==> src/rtl/cpu_pkg.sv <==
// Shared types and constants for the LEGv8 fetch/issue unit.
package cpu_pkg;

  typedef enum logic [2:0] {
    S_IDLE,
    S_REQ,
    S_WAIT,
    S_ISSUE,
    S_HALT
  } fetch_state_e;

  localparam logic [10:0] HALT_OP = 11'b11111111111;

  // Immediate field positions for OP_B (imm26) and OP_CB (imm19) encodings.
  localparam int unsigned IMM26_MSB = 25;
  localparam int unsigned IMM26_LSB = 0;
  localparam int unsigned IMM19_MSB = 23;
  localparam int unsigned IMM19_LSB = 5;

endpackage

==> src/rtl/cpu_branch_target.sv <==
// Next-PC resolution: sequential PC+4 or PC-relative B/CBZ/CBNZ target.
module cpu_branch_target
  import cpu_pkg::*;
#(
  parameter int unsigned ADDR_W = 64
) (
  input  logic [31:0]       inst,
  input  logic [ADDR_W-1:0] pc_out,
  input  logic              branch,
  input  logic              branch_zero,
  input  logic              branch_nonzero,
  input  logic              alu_zero,
  output logic [ADDR_W-1:0] next_pc
);

  localparam int unsigned Imm26W = IMM26_MSB - IMM26_LSB + 1;
  localparam int unsigned Imm19W = IMM19_MSB - IMM19_LSB + 1;

  logic [Imm26W-1:0] imm26;
  logic [Imm19W-1:0] imm19;
  logic [ADDR_W-1:0] offset;
  logic              taken;
  logic              unused_inst;

  assign imm26       = inst[IMM26_MSB:IMM26_LSB];
  assign imm19       = inst[IMM19_MSB:IMM19_LSB];
  assign unused_inst = ^{inst[31:26], inst[4:0]};

  always_comb begin
    taken = branch | (branch_zero & alu_zero) | (branch_nonzero & ~alu_zero);
    // Unconditional B takes precedence for the immediate even if CB flags are also set.
    if (branch) begin
      offset = {{(ADDR_W - Imm26W){imm26[Imm26W-1]}}, imm26} << 2;
    end else begin
      offset = {{(ADDR_W - Imm19W){imm19[Imm19W-1]}}, imm19} << 2;
    end
    next_pc = taken ? (pc_out + offset) : (pc_out + ADDR_W'(4));
  end

endmodule

==> src/rtl/cpu_fetch.sv <==
// Instruction fetch/issue: owns the PC, handshakes with imem, halts on HALT_OP.
module cpu_fetch #(
  parameter int unsigned       ADDR_W   = 64,
  parameter logic [ADDR_W-1:0] RESET_PC = '0,
  parameter logic [10:0]       HALT_OP  = cpu_pkg::HALT_OP
) (
  input  logic              clk,
  input  logic              reset,
  output logic              imem_req,
  output logic [ADDR_W-1:0] imem_addr,
  input  logic              imem_ack,
  input  logic [31:0]       imem_rdata,
  output logic              inst_valid,
  output logic [31:0]       inst,
  output logic [ADDR_W-1:0] pc_out,
  input  logic              inst_accept,
  input  logic              branch,
  input  logic              branch_zero,
  input  logic              branch_nonzero,
  input  logic              alu_zero,
  output logic              halted
);
  import cpu_pkg::*;

  fetch_state_e      state_q, state_d;
  logic [ADDR_W-1:0] pc_q, pc_d;
  logic [ADDR_W-1:0] pc_out_q, pc_out_d;
  logic [31:0]       inst_q, inst_d;
  logic              inst_valid_q, inst_valid_d;
  logic              req_q, req_d;
  logic              halted_q, halted_d;
  logic [ADDR_W-1:0] next_pc;

  cpu_branch_target #(
    .ADDR_W(ADDR_W)
  ) u_branch_target (
    .inst          (inst_q),
    .pc_out        (pc_out_q),
    .branch        (branch),
    .branch_zero   (branch_zero),
    .branch_nonzero(branch_nonzero),
    .alu_zero      (alu_zero),
    .next_pc       (next_pc)
  );

  always_comb begin
    state_d      = state_q;
    pc_d         = pc_q;
    pc_out_d     = pc_out_q;
    inst_d       = inst_q;
    inst_valid_d = inst_valid_q;
    req_d        = req_q;
    halted_d     = halted_q;
    case (state_q)
      S_IDLE: begin
        state_d = S_REQ;
        req_d   = 1'b1;
      end
      S_REQ, S_WAIT: begin
        if (imem_ack) begin
          inst_d       = imem_rdata;
          pc_out_d     = pc_q;
          inst_valid_d = 1'b1;
          req_d        = 1'b0;
          state_d      = S_ISSUE;
        end else begin
          state_d = S_WAIT;
        end
      end
      S_ISSUE: begin
        // HALT retires without waiting for execute to accept it.
        if (inst_q[31:21] == HALT_OP) begin
          inst_valid_d = 1'b0;
          halted_d     = 1'b1;
          state_d      = S_HALT;
        end else if (inst_accept) begin
          pc_d         = next_pc;
          inst_valid_d = 1'b0;
          req_d        = 1'b1;
          state_d      = S_REQ;
        end
      end
      S_HALT: begin
        state_d = S_HALT;
      end
      default: begin
        state_d = S_IDLE;
      end
    endcase
  end

  always_ff @(posedge clk) begin
    if (reset) begin
      state_q      <= S_IDLE;
      pc_q         <= RESET_PC;
      pc_out_q     <= RESET_PC;
      inst_q       <= '0;
      inst_valid_q <= 1'b0;
      req_q        <= 1'b0;
      halted_q     <= 1'b0;
    end else begin
      state_q      <= state_d;
      pc_q         <= pc_d;
      pc_out_q     <= pc_out_d;
      inst_q       <= inst_d;
      inst_valid_q <= inst_valid_d;
      req_q        <= req_d;
      halted_q     <= halted_d;
    end
  end

  assign imem_req   = req_q;
  assign imem_addr  = pc_q;
  assign inst_valid = inst_valid_q;
  assign inst       = inst_q;
  assign pc_out     = pc_out_q;
  assign halted     = halted_q;

endmodule

==> config.mk <==
export PLATFORM = sky130hd
export DESIGN_NAME = cpu_fetch
export DESIGN_NICKNAME = d
export VERILOG_FILES = /design/src/rtl/cpu_pkg.sv /design/src/rtl/cpu_branch_target.sv /design/src/rtl/cpu_fetch.sv
export SDC_FILE = /design/constraint.sdc
export NUM_CORES = 1
export LEC_CHECK = 0
export CORE_ASPECT_RATIO = 0.5
export CORE_MARGIN = 3
export CORE_UTILIZATION = 53
export DETAILED_ROUTE_END_ITERATION = 16
export PLACE_DENSITY = 0.82
export SLEW_MARGIN = 15
export SYNTH_ARGS = -nofsm -noshare
export SYNTH_HDL_FRONTEND = slang
export SYNTH_HIERARCHICAL = 1
export SYNTH_SLANG_ARGS = --single-unit
export TNS_END_PERCENT = 20
==> constraint.sdc <==
create_clock -name clk -period 5.1 [get_ports clk]
set_input_delay 1.02 -clock clk [delete_from_list [all_inputs] [get_ports clk]]
set_output_delay 1.02 -clock clk [all_outputs]
set_load 0.02 [all_outputs]
==> run summary <==
CP Capture Type -> register
CP required -> 5440 ps
port bufs -> 202
r2r setup slk -> 1320 ps
setup TNS -> 0 ps
Root Buffer -> clkbuf_16
Antenna diodes -> 0
WHS -> 472 ps
Hold Violations, Final -> 0
CP startpoint -> alu_zero
CP Capture Point -> imem_addr[44]$_SDFFE_PP0P_
max_cap viols -> 0
endpoints failing setup -> 0
gpl congestion -> 0.956
Post-Synthesis Cell Area -> 9990 µm²
EDFF count, synth -> 0
Yosys cell types -> 81
Net Count, Synth -> 1,327
CTS tree -> done
commonest non-fill, non-tap cell in the layout -> nand2_1
worst vdd ir -> 0.230 mV
later-pin clock latency in the skew report -> 440 ps
Post-Layout Cell Count -> 1,668
first-pass GRT wire length -> 50,700 µm
Global Route Usage Sum -> 30.3%
Synth Flop Type -> dfxtp_1
Syn Inst Count -> 1,225
die area -> 20,600 µm²
Routed Antenna Nets -> 0
clk_skew -> 11.7 ps
layout cell share with drive strength beyond 1 -> 8.33%
worst slew pin tran -> 1160 ps
Syn-to-layout area delta -> 28.3%
placed cell count -> 1,636
largest net degree at the start of global routing -> 105
I/O Pins -> 203
Post-DP HPWL -> 23,200 µm
Layout Nets -> 1,505
final period utilization -> 93.4%
Fmax achieved -> 210 MHz
Yosys reg bits -> 166
Setup CP Type -> primary input to register
Initial Utilization -> 55.8%
CORE AREA -> 17,900 µm²
number of global-route vias before repair -> 9,422
GR Overflow Total -> 0
H-tree Lvls -> 4
crit path time final -> 4760 ps
post-CTS setup buffer count -> 0
Clock Tree Buf Depth -> 2
Num CTS Buffers -> 17
run status -> finished clean
Slew Viols, Final -> 0
Die X-Extent -> 200 µm
CP max FO -> 7
DR pass1 iterations -> 5
RSZ-0062 raised after global routing -> false
CP arrival -> 5100 ps
Total Power -> 3.07 mW
ys async rst share -> 0%
DR iter-0 viols -> 609
Vias/cell -> 6.04
most frequent cells in the layout -> 251 x nand2_1, 201 x clkdlybuf4s50_1, 166 x a21oi_1, 166 x dfxtp_1, 80 x a22o_1
Hold Buf Count CTS -> 0
WL per Instance -> 19.1 µm
Critical Path Source Type -> primary input
HP Class -> register to register
Post-Syn Area per Cell -> 8.15 µm²
die height -> 103 µm
worst hold path startpoint -> imem_addr[52]$_SDFFE_PP0P_
Clk pin slew, worst setup/hold paths -> 70 ps
FF-to-FF Start -> inst[23]$_SDFFE_PP0P_
Pwr Density -> 240 nW/µm²
Reg2Reg Depth -> 14
antenna violations before repair -> 0
row count -> 34
DRC Markers -> 0
Static Leakage -> 5.08 nW
post-cts resize count -> 0
R2R Path End -> imem_addr[61]$_SDFFE_PP0P_
clock sinks -> 166
Rel. slew slack -> 22.6%
Final Core Density -> 71.5%
total number of vias -> 10,100
drt total wl -> 31,900 µm
sequential element share of the synthesized area -> 33.3%
yosys warns -> 6
[power breakdown]
part	internal, mW	switching (mW)
registers	1.32	0.0277
clock network	0.768	0.574
logic	0.151	0.235
total	2.24	0.837
[per-stage QoR]
stage	setup slack, ps	cell area, µm²
5_1_grt	145	12800
3_3_place_gp	-39.9	12200
3_5_place_dp	-87.7	12200
4_1_cts	353	12800
6_report	336	12800
2_1_floorplan	301	9990
[worst max-delay path, cell delays in order]
cell,delay [ps]
clkdlybuf4s50_1,470
mux2i_1,310
nor2_1,190
a2bb2oi_1,250
ha_1,270
inv_1,80
fa_1,390
nand2b_1,190
a21oi_2,200
a2bb2oi_2,210
a21oi_2,130
o41ai_4,510
a21boi_1,220
o41ai_2,310
xor2_1,130
a22o_1,210
[per-layer routing]
metal	vias up	GRT usage [%]	part of all wire (%)
li1	4814	-	-
met1	4839	40.4	45
met2	385	52.3	47
met3	41	5.30	6.4
met4	0	7.27	1.3
met5	-	0	0
[kinds of logic (layout without fill, tap and decap cells)]
group	after synthesis	in the layout	share of synthesized area, %
AO/OA/AOI/OAI	434	434	30.5
AND/OR/NAND/NOR	402	402	18.0
flip-flops	166	166	33.3
buffers and inverters	108	299	5.70
adder cells (fa/ha/maj)	62	62	7.84
XOR/XNOR	51	51	4.47
multiplexers	2	2	0.200
[state kept, by name, indices dropped and copies added, names as in the netlist]
signal      count
state_q         3
pc_out         64
imem_req        1
inst           32
inst_valid      1
imem_addr      64
halted          1
[cells in the mapped netlist (4+ instances only)]
library cell | n | area share (%)
nand3_1 | 17 | 0.85
and2_1 | 9 | 0.56
o211ai_1 | 4 | 0.30
nor4_1 | 4 | 0.25
o21a_1 | 11 | 0.83
nor2_1 | 38 | 1.4
a31oi_1 | 11 | 0.69
a22o_1 | 80 | 7.0
a21oi_1 | 166 | 8.3
nand4_1 | 23 | 1.4
a221oi_1 | 4 | 0.35
dfxtp_1 | 166 | 33
a21o_1 | 40 | 3.0
buf_8 | 6 | 0.90
and3_1 | 10 | 0.63
nand2b_1 | 6 | 0.38
buf_2 | 26 | 1.3
a211oi_1 | 4 | 0.30
and4_1 | 4 | 0.35
clkbuf_1 | 41 | 1.5
nand2_1 | 251 | 9.4
buf_4 | 11 | 0.83
o21bai_1 | 17 | 1.3
inv_1 | 21 | 0.79
o21ai_1 | 7 | 0.35
o21ai_0 | 24 | 1.2
ha_1 | 61 | 7.6
a221oi_2 | 4 | 0.60
nor3_1 | 23 | 1.2
a21oi_2 | 7 | 0.61
xnor2_1 | 33 | 2.9
xor2_1 | 18 | 1.6
[worst min-delay path by stage]
stage / to / slack (ps) / cells after the start
2_1_floorplan: state_q[0]$_SDFFE_PP0P_ / 490 / 1
3_3_place_gp: pc_out[52]$_SDFFE_PP0P_ / 450 / 2
3_5_place_dp: pc_out[46]$_SDFFE_PP0P_ / 460 / 2
4_1_cts: pc_out[52]$_SDFFE_PP0P_ / 470 / 2
5_1_grt: pc_out[41]$_SDFFE_PP0P_ / 490 / 2
6_report: pc_out[52]$_SDFFE_PP0P_ / 470 / 2
[area by class of cell]
type | count | area, µm²
Fill cell | 1393 | 5100
Multi-Input combinational cell | 951 | 6110
Clock buffer | 20 | 467
Inverter | 21 | 78.8
Clock inverter | 12 | 143
Sequential cell | 166 | 3320
Timing Repair Buffer | 246 | 2370
Tap cell | 252 | 315
(Power assumes the default switching activity.)
